==> config.mk <==
export PLATFORM = sky130hd
export DESIGN_NAME = systolic_feeder_2x2
export DESIGN_NICKNAME = d
export VERILOG_FILES = /design/src/rtl/systolic_feeder_2x2.sv
export SDC_FILE = /design/constraint.sdc
export NUM_CORES = 1
export LEC_CHECK = 0
export BUFFER_PORTS_ARGS = -buffer_cell sky130_fd_sc_hd__buf_2
export CORE_ASPECT_RATIO = 0.5
export CORE_UTILIZATION = 50
export CTS_CLUSTER_SIZE = 10
export DETAILED_ROUTE_END_ITERATION = 7
export PLACE_DENSITY = 0.86
export RECOVER_POWER = 25
export SLEW_MARGIN = 25
export SYNTH_ARGS = -nofsm -noshare
export SYNTH_HDL_FRONTEND = slang
export SYNTH_SLANG_ARGS = --single-unit
export TNS_END_PERCENT = 10
==> constraint.sdc <==
create_clock -name clk -period 6.6 [get_ports clk]
set_clock_uncertainty 0.05 [all_clocks]
set_input_delay 1.32 -clock clk [delete_from_list [all_inputs] [get_ports clk]]
set_output_delay 1.32 -clock clk [all_outputs]
set_load 0.01 [all_outputs]
==> src/rtl/systolic_feeder_2x2.sv <==
// Operand feeder and result capture for a 2x2 output-stationary systolic array.
// Streams A columns / B rows over two cycles, then captures the array accumulators.
module systolic_feeder_2x2 #(
  parameter int W = 8
) (
  input  logic           clk,
  input  logic           rst,
  input  logic           start,
  input  logic [W-1:0]   a00,
  input  logic [W-1:0]   a01,
  input  logic [W-1:0]   a10,
  input  logic [W-1:0]   a11,
  input  logic [W-1:0]   b00,
  input  logic [W-1:0]   b01,
  input  logic [W-1:0]   b10,
  input  logic [W-1:0]   b11,
  input  logic [2*W:0]   o1,
  input  logic [2*W:0]   o2,
  input  logic [2*W:0]   o3,
  input  logic [2*W:0]   o4,
  output logic [W-1:0]   a0,
  output logic [W-1:0]   a1,
  output logic [W-1:0]   b0,
  output logic [W-1:0]   b1,
  output logic           arr_rst_n,
  output logic           busy,
  output logic           done,
  output logic [2*W:0]   c00,
  output logic [2*W:0]   c01,
  output logic [2*W:0]   c10,
  output logic [2*W:0]   c11
);

  typedef enum logic [2:0] {IDLE, CLR, K0, K1, FLUSH, DONE} state_t;

  state_t state, state_nx;

  logic [W-1:0] ra00, ra01, ra10, ra11;
  logic [W-1:0] rb00, rb01, rb10, rb11;

  logic [W-1:0] a0_nx, a1_nx, b0_nx, b1_nx;
  logic         arr_rst_n_nx, busy_nx, done_nx;

  always_ff @(posedge clk or posedge rst) begin
    if (rst) state <= IDLE;
    else     state <= state_nx;
  end

  // Outputs are decoded from the state being entered so every port is a plain flop.
  always_comb begin
    state_nx     = state;
    a0_nx        = '0;
    a1_nx        = '0;
    b0_nx        = '0;
    b1_nx        = '0;
    arr_rst_n_nx = 1'b1;
    busy_nx      = 1'b0;
    done_nx      = 1'b0;

    case (state)
      IDLE:    if (start) state_nx = CLR;
      CLR:     state_nx = K0;
      K0:      state_nx = K1;
      K1:      state_nx = FLUSH;
      FLUSH:   state_nx = DONE;
      DONE:    state_nx = IDLE;
      default: state_nx = IDLE;
    endcase

    case (state_nx)
      CLR: begin
        arr_rst_n_nx = 1'b0;
        busy_nx      = 1'b1;
      end
      K0: begin
        a0_nx   = ra00;
        a1_nx   = ra10;
        b0_nx   = rb00;
        b1_nx   = rb01;
        busy_nx = 1'b1;
      end
      K1: begin
        a0_nx   = ra01;
        a1_nx   = ra11;
        b0_nx   = rb10;
        b1_nx   = rb11;
        busy_nx = 1'b1;
      end
      FLUSH:   busy_nx = 1'b1;
      DONE:    done_nx = 1'b1;
      default: ;
    endcase
  end

  // Operands are only sampled on an accepted start, isolating the run from later input changes.
  always_ff @(posedge clk or posedge rst) begin
    if (rst) begin
      ra00 <= '0;
      ra01 <= '0;
      ra10 <= '0;
      ra11 <= '0;
      rb00 <= '0;
      rb01 <= '0;
      rb10 <= '0;
      rb11 <= '0;
    end else if (state == IDLE && start) begin
      ra00 <= a00;
      ra01 <= a01;
      ra10 <= a10;
      ra11 <= a11;
      rb00 <= b00;
      rb01 <= b01;
      rb10 <= b10;
      rb11 <= b11;
    end
  end

  always_ff @(posedge clk or posedge rst) begin
    if (rst) begin
      a0        <= '0;
      a1        <= '0;
      b0        <= '0;
      b1        <= '0;
      arr_rst_n <= 1'b0;
      busy      <= 1'b0;
      done      <= 1'b0;
    end else begin
      a0        <= a0_nx;
      a1        <= a1_nx;
      b0        <= b0_nx;
      b1        <= b1_nx;
      arr_rst_n <= arr_rst_n_nx;
      busy      <= busy_nx;
      done      <= done_nx;
    end
  end

  // The last accumulating edge is the end of K1, so the array sums are settled throughout FLUSH.
  always_ff @(posedge clk or posedge rst) begin
    if (rst) begin
      c00 <= '0;
      c01 <= '0;
      c10 <= '0;
      c11 <= '0;
    end else if (state == FLUSH) begin
      c00 <= o1;
      c01 <= o2;
      c10 <= o3;
      c11 <= o4;
    end
  end

endmodule

## After elaboration in Yosys (flattened, before gate mapping)

Index checks and enable logic that the tools add are counted.
Widths: inputs -> output; s select.

- Flip-flop bits (word level): 170
- Input port bits: 135
- Output and inout port bits: 103
- Word-level logic and storage cells: 41

- Equal/unequal tests: 9
- Muxes and demuxes: 9
- Reductions and logical operators: 3

Operators with widths:

| cell | number |
|---|---|
| $pmux 8 s2 | 4 |
| $pmux 3 s5 | 1 |
| $eq 3x2->1 const B | 4 |
| $eq 3x3->1 const B | 3 |
| $eq 3x1->1 const B | 2 |
| $reduce_or 4->1 | 1 |
| $logic_not 3->1 | 1 |
| $mux 1 | 3 |
| $mux 3 | 1 |
| $logic_and 1x1->1 | 1 |

## Logic depth before layout (Yosys ltp)

Gate-level depths: netlist of run 1.

- Word-level depth: 5
- Depth in mapped cells: 5
- Depth with buffers taken out: 2

## Least setup slack after synthesis of run 1

No wires, ideal clock.

- Path type: input to register
- From: in start
- To: reg ra01[0]
- Setup time: 127 ps
- Data arrival time: 2,163 ps
- Data required time: 6,423 ps
- Path slack: 4,259 ps
- Cell stages on the path: 4
- Path buffers: 2
- Cells stage by stage: nor4b_4 -> buf_4 -> buf_6 -> mux2_1

- Cells in the longest elaborated chain, start to end: 1

Ends and longest elaborated chain:

| item | RTL line | RTL |
|---|---|---|
| from (decl) | 8 | `input logic start,` |
| $logic_and 1x1->1 | 106 | `end else if (state == IDLE && start) begin` |
| to (signal assigned) | 99 | `ra01 <= '0;` |
| to (signal assigned) | 108 | `ra01 <= a01;` |
| to (decl) | 38 | `logic [W-1:0] ra00, ra01, ra10, ra11;` |

Every way passes these cells.
A chain may end at the register's enable or synchronous reset.

## Final worst setup path of run 1

- From: reg state[0]
- To: reg c11[9]

- Cells in the longest elaborated chain, start to end: 1

Ends and longest elaborated chain:

| item | RTL line | RTL |
|---|---|---|
| from (decl) | 36 | `state_t state, state_nx;` |
| from (signal assigned) | 46 | `else state <= state_nx;` |
| $eq 3x3->1 | 145 | `end else if (state == FLUSH) begin` |
| to (signal assigned) | 144 | `c11 <= '0;` |
| to (signal assigned) | 149 | `c11 <= o4;` |
| to (decl) | 31 | `output logic [2*W:0] c11` |

Every way passes these cells.

==> impl_metrics.ini, run 1 <==
[run_status]
status = finished, violations left
violations = DRC, capacitance limit, slew limit

[timing]
fin_tns_setup_ns = 0
tightest_slew_ns = 2.107
setup_ws_ns = 3.584
period_share_pct = 45.70
relSlewSlack_pct = -40.49
fmax_mhz = 331.5
rsz0062_at_grt = no
timing.final.hold_violations = 0
final.min_clock_period_ns = 3.016
finalSetupViolations = 0
report.final.slew_viol_count = 71

[synthesis]
synth_top_area_cell = dfrtp_1
ys_types = 19
yosysWarnings = 0
synth_nets = 579
netlist_top_cells_area = dfrtp_1 (63%), mux2_2 (13%), mux2_1 (9.4%), nand3b_1 (7.2%), a21oi_1 (2.4%)
syn_area_per_cell_um2 = 15.10
syn-instance-count = 444
synth_top_area_share_pct = 63.44
syn-cell-area_mm2 = 0.006705
ys_seq_area_share_pct = 63.44
ys_ff_latch = 170

[clock_network]
cts_resized = 0
htreeDepth = 4
hold_buffers = 0
numCtsBuffers = 17
cts-root-buf = clkbuf_16
clock_path_buffers = 2
cts_sinks = 170
clock_latency_ns = 0.41
clk_pin_slew_ns = 0.06
cts_tree = yes
post_cts_buffers = 0

[detailed_routing]
route.met2.wl_um = 7455
ant_nets = 0
routed_wirelength_um = 13920
vias = 4320
met3_length_um = 480
route.detailed.drc = 13
wl_met1_um = 5717
drt_iter0_markers = 228
top_layer = met4
avgViaCountPerCell = 5.053
first_pass_iters = 6
wl_per_cell_um = 16.28

[grt]
grt_max_degree = 107
grt_antenna_before_repair = 0
grt_pass1_vias = 4480
grt_first_pass_wirelength_um = 22780
overflow = 0
grtUsageTotal_pct = 20.79

[pwr]
power_density_mw_per_mm2 = 485.1
p_leak_nw = 4.043
ir_drop_mv = 0.2619
total_power_mw = 4.119

[placement]
dp_hpwl_um = 9388
place_ws_ns = 3.492
port_buffers = 237
gp_congestion = 0.7614
dpl_cell_area_mm2 = 0.007928

[critical_path]
crit_fanout = 70
end_kind = flip-flop
cp_data_arrival_time_ns = 3.25
worstSetupPathType = reg2reg
required_ns = 6.83
start_kind = flip-flop

[floorplan]
ioPinCount = 238
initial_core_util_pct = 52.05
die_h_um = 83.89
core-area_mm2 = 0.01288
dieArea_mm2 = 0.01391
die_w_um = 165.8
fp-row-count = 29

[layout]
syn_to_final_growth_pct = 26.63
fin_area_mm2 = 0.008491
drive_gt1_share_pct = 51.53
n_antenna_cell = 0
nets = 807
final_core_util_pct = 65.92

[min_path]
hold_path_class = reg2reg

[flow_run]
max_cap_violations = 1
==> critical path, cell delays in order, from the launching register on <==
cell	delay (ns)
dfrtp_1	1.18
nor3b_4	0.48
buf_4	0.72
mux2_2	0.42
==> sequential cells by signal, indices dropped and copies added, names as in the netlist, 17 cells and up <==
name	flops
c00	17
c10	17
c01	17
c11	17
==> cells by family after synthesis <==
kind of cell / Yosys count / share of synthesized area (%)
DFF: 170 / 63.44
and+or+nand+nor: 71 / 8.117
xor gates and xnor gates: 1 / 0.1306
AOI/OAI and AO/OA: 34 / 2.612
muxes: 132 / 22.17
buffers and inverters: 36 / 3.527
==> per-layer routing <==
metal | up-vias | track usage (%)
met4 | 0 | 8.071
met5 | - | 0
li1 | 2024 | -
met1 | 2160 | 24.98
met2 | 115 | 37.48
met3 | 21 | 3.841
==> cell type report <==
cell class / instances / area [µm²]
Tap cell: 170 / 212.7
Inverter: 2 / 12.51
Fill cell: 972 / 4390
Clock buffer: 22 / 484.2
Clock inverter: 10 / 81.33
Timing Repair Buffer: 243 / 1230
Sequential cell: 170 / 4255
Multi-Input combinational cell: 238 / 2215
==> Yosys cell counts, drive strengths merged <==
cell type	n
inv	2
nand2	1
buf	19
nor3	2
nand3b	64
o21bai	1
clkbuf	15
a21oi	32
a211oi	1
mux2	132
dfrtp	170
xnor2	1
nor2	2
nor3b	1
nor4b	1
==> metrics by stage <==
| step | hold WS [ns] | std cells |
|---|---|---|
| 2_1_floorplan | 0.4086 | 444 |
| 3_3_place_gp | 0.4164 | 823 |
| 3_5_place_dp | 0.4251 | 823 |
| 4_1_cts | 0.4409 | 855 |
| 5_1_grt | 0.4557 | 855 |
| 6_report | 0.4363 | 855 |
==> power by group <==
part / internal, mW / total [mW] / switching, mW
clock: 0.529 / 0.941 / 0.411
sequential: 1.53 / 1.83 / 0.298
combinational: 0.724 / 1.35 / 0.621
total: 2.79 / 4.12 / 1.33
==> layout by cell type, fill, tap and decap left out, drive strengths merged, types with 3 or more instances in the layout <==
master and count:
inv 7, a21oi 32, clkbuf 23, clkinv 3
mux2 132, nand3b 64, buf 242, dfrtp 170
==> worst paths after layout <==
path,from,endpoint,slack [ns],cells after the start
hold reg to reg,rb00[3],rb00[3],0.44,1
setup / recovery,state[0],c11[9],3.58,3
setup reg to reg,state[0],c11[9],3.58,3
max in group asynchronous,rst,rb00[7],4.05,3
hold / removal,rb00[3],rb00[3],0.44,1
min in group asynchronous,rst,c11[7],1.07,2
Note: power is estimated with default switching activity, not from simulation.
==> run 2, diff against run 1 <==
- ABC_AREA: unset -> 1
- CORE_UTILIZATION: 50 -> 45
- PLACE_DENSITY: 0.86 -> 0.82
- clock period: 6.6 -> 2.4 ns (I/O delays scaled with it)
==> impl_metrics.ini, run 2 <==
[grt]
grt_pass1_vias = 5764
grt_antenna_before_repair = 0
grtUsageTotal_pct = 22.83
overflow = 0
grt_max_degree = 129
grt_first_pass_wirelength_um = 28270

[floorplan]
die_h_um = 89.41
die_w_um = 176.8
core-area_mm2 = 0.01470
dieArea_mm2 = 0.01581
ioPinCount = 238
fp-row-count = 31
initial_core_util_pct = 46.78

[pwr]
pwr-share-clk_pct = 23.9
ir_drop_mv = 0.7719
intPower_mw = 7.592
p_sw_share_pct = 38.92
p_leak_nw = 4.956
power_density_mw_per_mm2 = 1416
p_seq_share_pct = 40.2
switchingPower_mw = 4.837
combPwrFrac_pct = 35.9

[critical_path]
worstSetupPathType = reg2reg
cp_data_arrival_time_ns = 2.06
required_ns = 2.64
crit_fanout = 40
start_kind = flip-flop
end_kind = flip-flop

[placement]
port_buffers = 237
dpl_cell_area_mm2 = 0.008148
place_ws_ns = 0.6240
gp_congestion = 0.8060
dp_hpwl_um = 11740

[synthesis]
synth_common_cells = nand2_1 (299), dfrtp_1 (170), nand3_1 (134)
ys_types = 16
synth_most_common_cell = nand2_1
syn_area_per_cell_um2 = 9.255
synthArstFlopShare_pct = 100.0
synth_top_area_share_pct = 61.86
syn-instance-count = 743
ys_seq_area_share_pct = 61.86
synth_ff_type = dfrtp_1
yosysWarnings = 0
ys_ff_latch = 170
synth_edf_count = 0
synth_nets = 878
syn-cell-area_mm2 = 0.006877
synth_top_area_cell = dfrtp_1
netlist_top_cells_area = dfrtp_1 (62%), nand2_1 (16%), nand3_1 (9.8%), nand4_1 (5.8%), buf_2 (1.7%)

[detailed_routing]
first_pass_iters = 5
drt_iter0_markers = 378
avgViaCountPerCell = 5.160
ant_nets = 0
route.detailed.drc = 0
routed_wirelength_um = 17660
wl_per_cell_um = 15.18
vias = 6001

[layout]
final_core_util_pct = 59.72
nets = 1088
fill_cells = 1318
syn_to_final_growth_pct = 27.66
final_cell_mix = nand2_1 (298), buf_2 (236), dfrtp_1 (169)
drive_gt1_share_pct = 30.36
fin_area_mm2 = 0.008778
n_antenna_cell = 0
layout_commonest_cell = nand2_1

[timing]
finalSetupViolations = 0
fmax_mhz = 551.2
tightest_slew_ns = 1.016
worst_hold_slack_ns = 0.2325
final.min_clock_period_ns = 1.814
report.final.slew_viol_count = 0
timing.final.hold_violations = 0
period_share_pct = 75.59
setup_ws_ns = 0.5858
rsz0062_at_grt = no
relSlewSlack_pct = 32.28

[clock_network]
cts_resized = 0
htreeDepth = 4
post_cts_buffers = 0
clock_latency_ns = 0.41
clock_path_buffers = 2
cts_sinks = 170
hold_buffers = 0
clk_pin_slew_ns = 0.07
numCtsBuffers = 17
cts-root-buf = clkbuf_16
cts_tree = yes

[flow_run]
max_cap_violations = 0

[run_status]
status = completed

[min_path]
hold_path_class = in2async
## run 2: power groups by stage
stage / Combinational, mW / Sequential [mW] / Clock, mW
floorplan: 2.56 / 5.26 / 0
global placement: 4.32 / 4.98 / 0
detailed placement: 4.50 / 5.01 / 0
CTS: 4.50 / 4.99 / 3.01
global route: 5.03 / 5.17 / 3.14
finish: 4.46 / 5.00 / 2.97
## run 2: path summary, 6_finish.rpt
kind / endpoint / depth (start not counted) / start / slack, ns
worst max-delay path: ra00[0] / 5 / state[1] / 0.59
worst min-delay path: ra10[2] / 3 / rst / 0.23
worst max register to register: ra00[0] / 5 / state[1] / 0.59
worst min register to register: c10[8] / 2 / c10[8] / 0.42
max in group asynchronous: c01[0] / 3 / rst / 1.25
min in group clk: c11[12] / 3 / o4[12] / 0.24
## run 2: cells by family (layout without fill, tap and decap cells)
logic type	after synthesis	count (layout)	synth area share, %
AO/OA/AOI/OAI	2	2	0.1454
flip-flops	170	170	61.86
buffers and inverters	70	292	5.568
AND/OR/NAND/NOR	501	501	32.42
## run 2: area by class of cell
type	count	area, µm²	share of cell area [%]
Tap cell	198	247.7	2.822
Clock buffer	17	425.4	4.846
Sequential cell	170	4255	48.47
Clock inverter	14	211.5	2.409
Timing Repair Buffer	255	1368	15.58
Multi-Input combinational cell	503	2247	25.60
Inverter	6	23.77	0.2708
## run 2: critical path, stage by stage (launching register included)
cell     delay (ns)
dfrtp_1        0.56
nor2_8         0.48
nand2_2        0.11
buf_4          0.29
nand2_1        0.13
nand2_1        0.06
## run 2: per-layer routing
layer / GRT usage [%] / wire (µm) / vias to the layer above
li1: - / - / 2875
met4: 8.307 / 296 / 0
met5: 0 / 0 / -
met3: 4.379 / 898 / 26
met1: 28.88 / 7357 / 2913
met2: 39.82 / 9105 / 187
## run 2: stage by stage
stage                     setup TNS, ns  power (mW)  cells
after floorplan                  -50.78       7.828    743
after global placement                0       9.299   1132
after detailed placement              0       9.513   1132
after CTS                             0       12.51   1163
after global routing                  0       13.33   1163
final                                 0       12.43   1163
